<file path="config.mk">
export PLATFORM = sky130hd
export DESIGN_NAME = lookup_mat
export DESIGN_NICKNAME = d
export VERILOG_FILES = /design/src/rtl/lookup_mat.sv
export SDC_FILE = /design/constraint.sdc
export NUM_CORES = 1
export LEC_CHECK = 0
export CAP_MARGIN = 20
export CORE_MARGIN = 3
export CORE_UTILIZATION = 24
export DETAILED_ROUTE_END_ITERATION = 6
export SETUP_SLACK_MARGIN = 0.5
export SYNTH_ARGS = -nofsm -noshare
export SYNTH_HDL_FRONTEND = slang
export SYNTH_SLANG_ARGS = --single-unit
</file>
<file path="constraint.sdc">
create_clock -name clk -period 5 [get_ports clk]
set_input_delay 0.5 -clock clk [delete_from_list [all_inputs] [get_ports clk]]
set_output_delay 0.5 -clock clk [all_outputs]
set_load 0.01 [all_outputs]
</file>
<file path="src/rtl/lookup_mat.sv">
// Match-action lookup stage: extracts a key from the packet word, looks it up in a
// runtime-programmable {valid, next, action} table and folds the result into out_ctl.
module lookup_mat #(
    parameter int DATA_WIDTH = 480,
    parameter int CTRL_WIDTH = 32,
    parameter int KEY_LSB    = 207,
    parameter int KEY_WIDTH  = 4,
    parameter int NEXT_WIDTH = 2,
    parameter int ACT_WIDTH  = 2,
    parameter int DEF_NEXT   = 3,
    parameter int DEF_ACT    = 2
) (
    input  logic                  clk,
    input  logic                  rst,
    input  logic                  datavalid,
    input  logic [CTRL_WIDTH-1:0] in_ctl,
    input  logic [DATA_WIDTH-1:0] in_data,
    input  logic                  cfg_wr,
    input  logic [KEY_WIDTH-1:0]  cfg_addr,
    input  logic                  cfg_valid,
    input  logic [NEXT_WIDTH-1:0] cfg_next,
    input  logic [ACT_WIDTH-1:0]  cfg_act,
    input  logic                  cnt_clr,
    output logic                  out_wr,
    output logic [CTRL_WIDTH-1:0] out_ctl,
    output logic [DATA_WIDTH-1:0] out_data,
    output logic [31:0]           hit_cnt,
    output logic [31:0]           miss_cnt
);

    localparam int          DEPTH   = 2 ** KEY_WIDTH;
    localparam logic [31:0] CNT_MAX = 32'hFFFF_FFFF;

    if (KEY_LSB + KEY_WIDTH > DATA_WIDTH) begin : g_key_range_chk
        $error("lookup_mat: key slice exceeds DATA_WIDTH");
    end
    if (CTRL_WIDTH < 32 || NEXT_WIDTH > 8 || ACT_WIDTH > 6) begin : g_field_chk
        $error("lookup_mat: control field widths out of range");
    end

    logic                  s1_valid_q, s1_valid_d;
    logic [KEY_WIDTH-1:0]  s1_key_q, s1_key_d;
    logic [CTRL_WIDTH-1:0] s1_ctl_q, s1_ctl_d;
    logic [DATA_WIDTH-1:0] s1_data_q, s1_data_d;

    logic [DEPTH-1:0]      tbl_valid_q, tbl_valid_d;
    logic [NEXT_WIDTH-1:0] tbl_next_q [DEPTH];
    logic [NEXT_WIDTH-1:0] tbl_next_d [DEPTH];
    logic [ACT_WIDTH-1:0]  tbl_act_q  [DEPTH];
    logic [ACT_WIDTH-1:0]  tbl_act_d  [DEPTH];

    logic                  out_wr_q, out_wr_d;
    logic [CTRL_WIDTH-1:0] out_ctl_q, out_ctl_d;
    logic [DATA_WIDTH-1:0] out_data_q, out_data_d;
    logic [31:0]           hit_cnt_q, hit_cnt_d;
    logic [31:0]           miss_cnt_q, miss_cnt_d;

    logic                  rd_valid_s;
    logic [NEXT_WIDTH-1:0] rd_next_s, res_next_s;
    logic [ACT_WIDTH-1:0]  rd_act_s, res_act_s;
    logic [CTRL_WIDTH-1:0] res_ctl_s;

    // Stage 1 capture of key, control and data.
    always_comb begin
        s1_valid_d = datavalid;
        s1_key_d   = s1_key_q;
        s1_ctl_d   = s1_ctl_q;
        s1_data_d  = s1_data_q;
        if (datavalid) begin
            s1_key_d  = in_data[KEY_LSB +: KEY_WIDTH];
            s1_ctl_d  = in_ctl;
            s1_data_d = in_data;
        end else begin
            s1_key_d  = s1_key_q;
        end
    end

    // Table update from the configuration port.
    always_comb begin
        tbl_valid_d = tbl_valid_q;
        tbl_next_d  = tbl_next_q;
        tbl_act_d   = tbl_act_q;
        if (cfg_wr) begin
            tbl_valid_d[cfg_addr] = cfg_valid;
            tbl_next_d[cfg_addr]  = cfg_next;
            tbl_act_d[cfg_addr]   = cfg_act;
        end else begin
            tbl_valid_d = tbl_valid_q;
        end
    end

    // Table read with same-cycle write bypass, then miss defaulting and result packing.
    always_comb begin
        rd_valid_s = tbl_valid_q[s1_key_q];
        rd_next_s  = tbl_next_q[s1_key_q];
        rd_act_s   = tbl_act_q[s1_key_q];
        if (cfg_wr && (cfg_addr == s1_key_q)) begin
            rd_valid_s = cfg_valid;
            rd_next_s  = cfg_next;
            rd_act_s   = cfg_act;
        end else begin
            rd_valid_s = tbl_valid_q[s1_key_q];
        end
        if (rd_valid_s) begin
            res_next_s = rd_next_s;
            res_act_s  = rd_act_s;
        end else begin
            res_next_s = NEXT_WIDTH'(DEF_NEXT);
            res_act_s  = ACT_WIDTH'(DEF_ACT);
        end
        res_ctl_s                  = s1_ctl_q;
        res_ctl_s[7:0]             = 8'h00;
        res_ctl_s[NEXT_WIDTH-1:0]  = res_next_s;
        res_ctl_s[23:16]           = 8'h00;
        res_ctl_s[16 +: ACT_WIDTH] = res_act_s;
        res_ctl_s[23]              = rd_valid_s;
    end

    // Stage 2 output registers; data/control hold while idle.
    always_comb begin
        out_wr_d   = s1_valid_q;
        out_ctl_d  = out_ctl_q;
        out_data_d = out_data_q;
        if (s1_valid_q) begin
            out_ctl_d  = res_ctl_s;
            out_data_d = s1_data_q;
        end else begin
            out_ctl_d  = out_ctl_q;
        end
    end

    // Statistics: clear first, then count the completing lookup, saturating at max.
    always_comb begin
        hit_cnt_d  = hit_cnt_q;
        miss_cnt_d = miss_cnt_q;
        if (cnt_clr) begin
            hit_cnt_d  = 32'h0000_0000;
            miss_cnt_d = 32'h0000_0000;
        end else begin
            hit_cnt_d  = hit_cnt_q;
        end
        if (s1_valid_q && rd_valid_s && (hit_cnt_d != CNT_MAX)) begin
            hit_cnt_d = hit_cnt_d + 32'd1;
        end else if (s1_valid_q && !rd_valid_s && (miss_cnt_d != CNT_MAX)) begin
            miss_cnt_d = miss_cnt_d + 32'd1;
        end else begin
            hit_cnt_d = hit_cnt_d;
        end
    end

    // Resettable pipeline, table-valid and counter state.
    always_ff @(posedge clk or negedge rst) begin
        if (!rst) begin
            s1_valid_q  <= 1'b0;
            s1_key_q    <= {KEY_WIDTH{1'b0}};
            s1_ctl_q    <= {CTRL_WIDTH{1'b0}};
            s1_data_q   <= {DATA_WIDTH{1'b0}};
            tbl_valid_q <= {DEPTH{1'b0}};
            out_wr_q    <= 1'b0;
            out_ctl_q   <= {CTRL_WIDTH{1'b0}};
            out_data_q  <= {DATA_WIDTH{1'b0}};
            hit_cnt_q   <= 32'h0000_0000;
            miss_cnt_q  <= 32'h0000_0000;
        end else begin
            s1_valid_q  <= s1_valid_d;
            s1_key_q    <= s1_key_d;
            s1_ctl_q    <= s1_ctl_d;
            s1_data_q   <= s1_data_d;
            tbl_valid_q <= tbl_valid_d;
            out_wr_q    <= out_wr_d;
            out_ctl_q   <= out_ctl_d;
            out_data_q  <= out_data_d;
            hit_cnt_q   <= hit_cnt_d;
            miss_cnt_q  <= miss_cnt_d;
        end
    end

    // Entry payload storage; meaningless until the entry is marked valid, so no reset.
    always_ff @(posedge clk) begin
        tbl_next_q <= tbl_next_d;
        tbl_act_q  <= tbl_act_d;
    end

    assign out_wr   = out_wr_q;
    assign out_ctl  = out_ctl_q;
    assign out_data = out_data_q;
    assign hit_cnt  = hit_cnt_q;
    assign miss_cnt = miss_cnt_q;

endmodule

</file>
==> results.sh <==
export IMPL_fin_setup_tns_ns=0
export IMPL_clock_tree_buffer_depth=3
export IMPL_yosysMostFrequentCell="dfrtp_1"
export IMPL_routed_wirelength_um=135000
export IMPL_synth_enable_flop_cells=64
export IMPL_power_density_cell_area_nw_per_um2=404
export IMPL_timing_max_transition_violations_final=0
export IMPL_path_max_fanout=23
export IMPL_remaining_design_rule_violation_count=0
export IMPL_final_min_period_over_clock_period=0.616
export IMPL_synth_yosys_warnings=0
export IMPL_io_pins=1103
export IMPL_run_status="complete, no violations"
export IMPL_final_setup_viol_count=0
export IMPL_port_buffers=1075
export IMPL_rsz0062_at_grt="false"
export IMPL_route_antenna_remaining_nets=0
export IMPL_peakVddDrop_mv=0.278
export IMPL_fp_dieH_um=433
export IMPL_synth_seq_area_share=0.661
export IMPL_worstSkewPairLatency_ns=0.77
export IMPL_floorplan_initialDensity=0.242
export IMPL_syn_inst=2693
export IMPL_grt_overflow_total=0
export IMPL_netlist_cell_type_count=56
export IMPL_route_vias_total=27000
export IMPL_clock_root_buffer="clkbuf_16"
export IMPL_synthTopCellsByCount="1079 x dfrtp_1, 1022 x mux2_2, 119 x clkbuf_1"
export IMPL_required_ns=5.63
export IMPL_post_layout_nonfiller_instances=6290
export IMPL_worst_slew_pin_slew_ns=1.36
export IMPL_power_frac_clock=0.397
export IMPL_clock_fmax_mhz=325
export IMPL_postSynthAreaPerCell_um2=16.3
export IMPL_synth_largest_type_area_fraction=0.617
export IMPL_number_of_global_route_vias_before_repair=28700
export IMPL_hold_class="input port to flip-flop"
export IMPL_cts_buffers=135
export IMPL_wl_per_cell_um=21.4
export IMPL_floorplan_rows=156
export IMPL_htreeDepth=4
export IMPL_seq_power_share=0.442
export IMPL_period_minus_slack_ns=3.08
export IMPL_total_switching_power_uw=6410
export IMPL_length_of_the_first_detailed_routing_pass_in_iterations=4
export IMPL_synth_flop_cell="dfrtp_1"
export IMPL_worst_slew_margin_rel=0.0911
export IMPL_synthesis_area_um2=43800
export IMPL_grt_usage=0.139
export IMPL_dieArea_um2=188000
export IMPL_cts_resized=0
export IMPL_critPathLaunchType="flip-flop"
export IMPL_postSynth_asyncResetShare=0.944
export IMPL_synth_largest_area_cell="dfrtp_1"
export IMPL_initial_antenna_violation_count=25
export IMPL_p_leak_uw=0.0247
export IMPL_tritoncts="built"
export IMPL_grt_max_degree=173
export IMPL_design_core_area_um2=181000
export IMPL_final_nets=4325
export IMPL_clock_sinks=1143
export IMPL_globalplace_congestion=0.798
export IMPL_finalHoldWorstSlack_ns=0.329
export IMPL_final_hold_violation_count=0
export IMPL_skew_ns=0.0347
export IMPL_detailedRoute_firstIterationViolations=1180
export IMPL_dp_cells=6030
export IMPL_hpwlAfterDp_um=97700
export IMPL_finalPower_uw=25000
export IMPL_crit_arrival_ns=3.71
export IMPL_p_sw_frac=0.256
export IMPL_final_layout_size_suffix_gt1_frac=0.334
export IMPL_avgViaCountPerCell=4.29
export IMPL_syn_to_final_growth_pct=41.5
export IMPL_postCtsSetupBuffers=0
export IMPL_timing_worst_setup_path_type="flip-flop to flip-flop"
export IMPL_intPower_uw=18600
export IMPL_synth_top_cells_by_area="dfrtp_1 62%, mux2_2 26%, edfxtp_1 4.4%"
export IMPL_grt_pass1_wl_um=195000
export IMPL_clock_pin_slew_of_the_registers_on_the_worst_case_setup_and_hold_paths_ns=0.06
export IMPL_ffs_latches_synth=1143
export IMPL_combPwrFrac=0.161
export IMPL_max_cap_viol_count=0
export IMPL_worst_setup_path_end_kind="flip-flop"
export IMPL_die_x_um=433
==> path summary, 6_finish.rpt <==
| path | slack [ns] | endpoint | start | cells past startpoint |
|---|---|---|---|---|
| worst min register to register | 0.48 | out_data[315] | s1_data_q[315] | 1 |
| worst max-delay path | 1.92 | hit_cnt[1] | hit_cnt[0] | 8 |
| worst max register to register | 1.92 | hit_cnt[1] | hit_cnt[0] | 8 |
| max in group asynchronous | 3.33 | out_data[98] | rst | 3 |
| worst min-delay path | 0.33 | s1_key_q[2] | in_data[209] | 3 |
| min in group asynchronous | 0.39 | out_data[230] | rst | 2 |
==> what timing repair did <==
item	in CTS	in global routing
hold buffers	1	0
setup endpoints to repair	0	0
endpoints found under the hold margin	61	0
==> cell families after synthesis <==
family | count (synthesis) | share of synthesized area
xor+xnor | 18 | 0.00360
compound gates | 80 | 0.0122
buf+inv | 168 | 0.0165
mux | 1053 | 0.277
flops | 1143 | 0.661
other cells | 1 | 0.0000857
fa+ha+maj | 1 | 0.000286
simple gates | 229 | 0.0291
==> state kept, by name, summed over array words and instances, names as in the netlist, 3 cells and up <==
signal       count
out_data       480
miss_cnt        32
s1_key_q         3
out_ctl         21
tbl_valid_q     16
s1_ctl_q        16
hit_cnt         32
s1_data_q      477
tbl_next_q      32
tbl_act_q       32
==> worst max-delay path, cell delays in order, from the launching register on <==
cell,delay [ns]
dfrtp_1,0.35
nor2b_2,0.24
ha_1,0.20
nand3_1,0.17
nor4_2,0.71
nand4_1,0.21
nand2_1,0.63
nor2_1,0.16
mux2_2,0.30
==> stage by stage <==
step / area (µm²) / worst slack [ns] / util
2_1_floorplan: 43800 / 2.28 / -
3_3_place_gp: 57300 / 1.41 / 0.317
3_5_place_dp: 57300 / 1.35 / 0.317
4_1_cts: 61900 / 1.97 / 0.342
5_1_grt: 61900 / 1.67 / 0.342
6_report: 61900 / 1.92 / 0.342
==> cells in the final DEF (no fill, tap or decap), types with 5 or more instances in the layout <==
cell type,synthesis,routed
and4_1,6,6
mux2i_1,6,6
nor3_1,21,21
edfxtp_1,64,64
clkinv_2,0,14
inv_6,0,8
or4_1,29,29
nand4_1,20,20
clkbuf_1,119,33
conb_1,1,11
nor2_1,41,41
clkbuf_16,0,135
mux4_2,20,20
clkinv_16,0,5
dfrtp_1,1079,1078
inv_16,0,6
mux2_2,1022,1022
bufinv_16,0,6
clkdlybuf4s50_1,0,1072
nand2_1,35,35
nor2b_1,15,15
xnor2_1,13,13
nand3_1,22,22
nor4_1,8,8
diode_2,0,15
inv_1,10,10
o31ai_1,29,29
and3_1,8,8
xor2_1,5,5
buf_4,13,26
clkbuf_8,0,29
buf_12,0,13
a21oi_1,35,35
nand2b_1,6,6
==> power groups by stage <==
stage / sequential (µW) / combinational, µW / clock (µW)
floorplan: 11300 / 1400 / 0
global placement: 11100 / 4040 / 0
detailed placement: 11200 / 4080 / 0
CTS: 11000 / 4110 / 10300
global route: 11200 / 4280 / 10700
finish: 11000 / 4030 / 9920
==> final cells by class <==
class / count / area [µm²]
tap: 2370 / 2970
fill: 17500 / 119000
antenna: 15 / 37.5
sequential: 1143 / 28900
clock buffer: 197 / 3900
inverter: 11 / 41.3
timing repair buffer: 1115 / 11200
clock inverter: 47 / 648
multi-input combinational: 1392 / 14200
==> routing by layer <==
metal	track usage	wire length [µm]
met1	0.168	54500
met2	0.231	66300
met3	0.0481	9620
met4	0.0480	4120
met5	0	70
(Power assumes the default switching activity.)
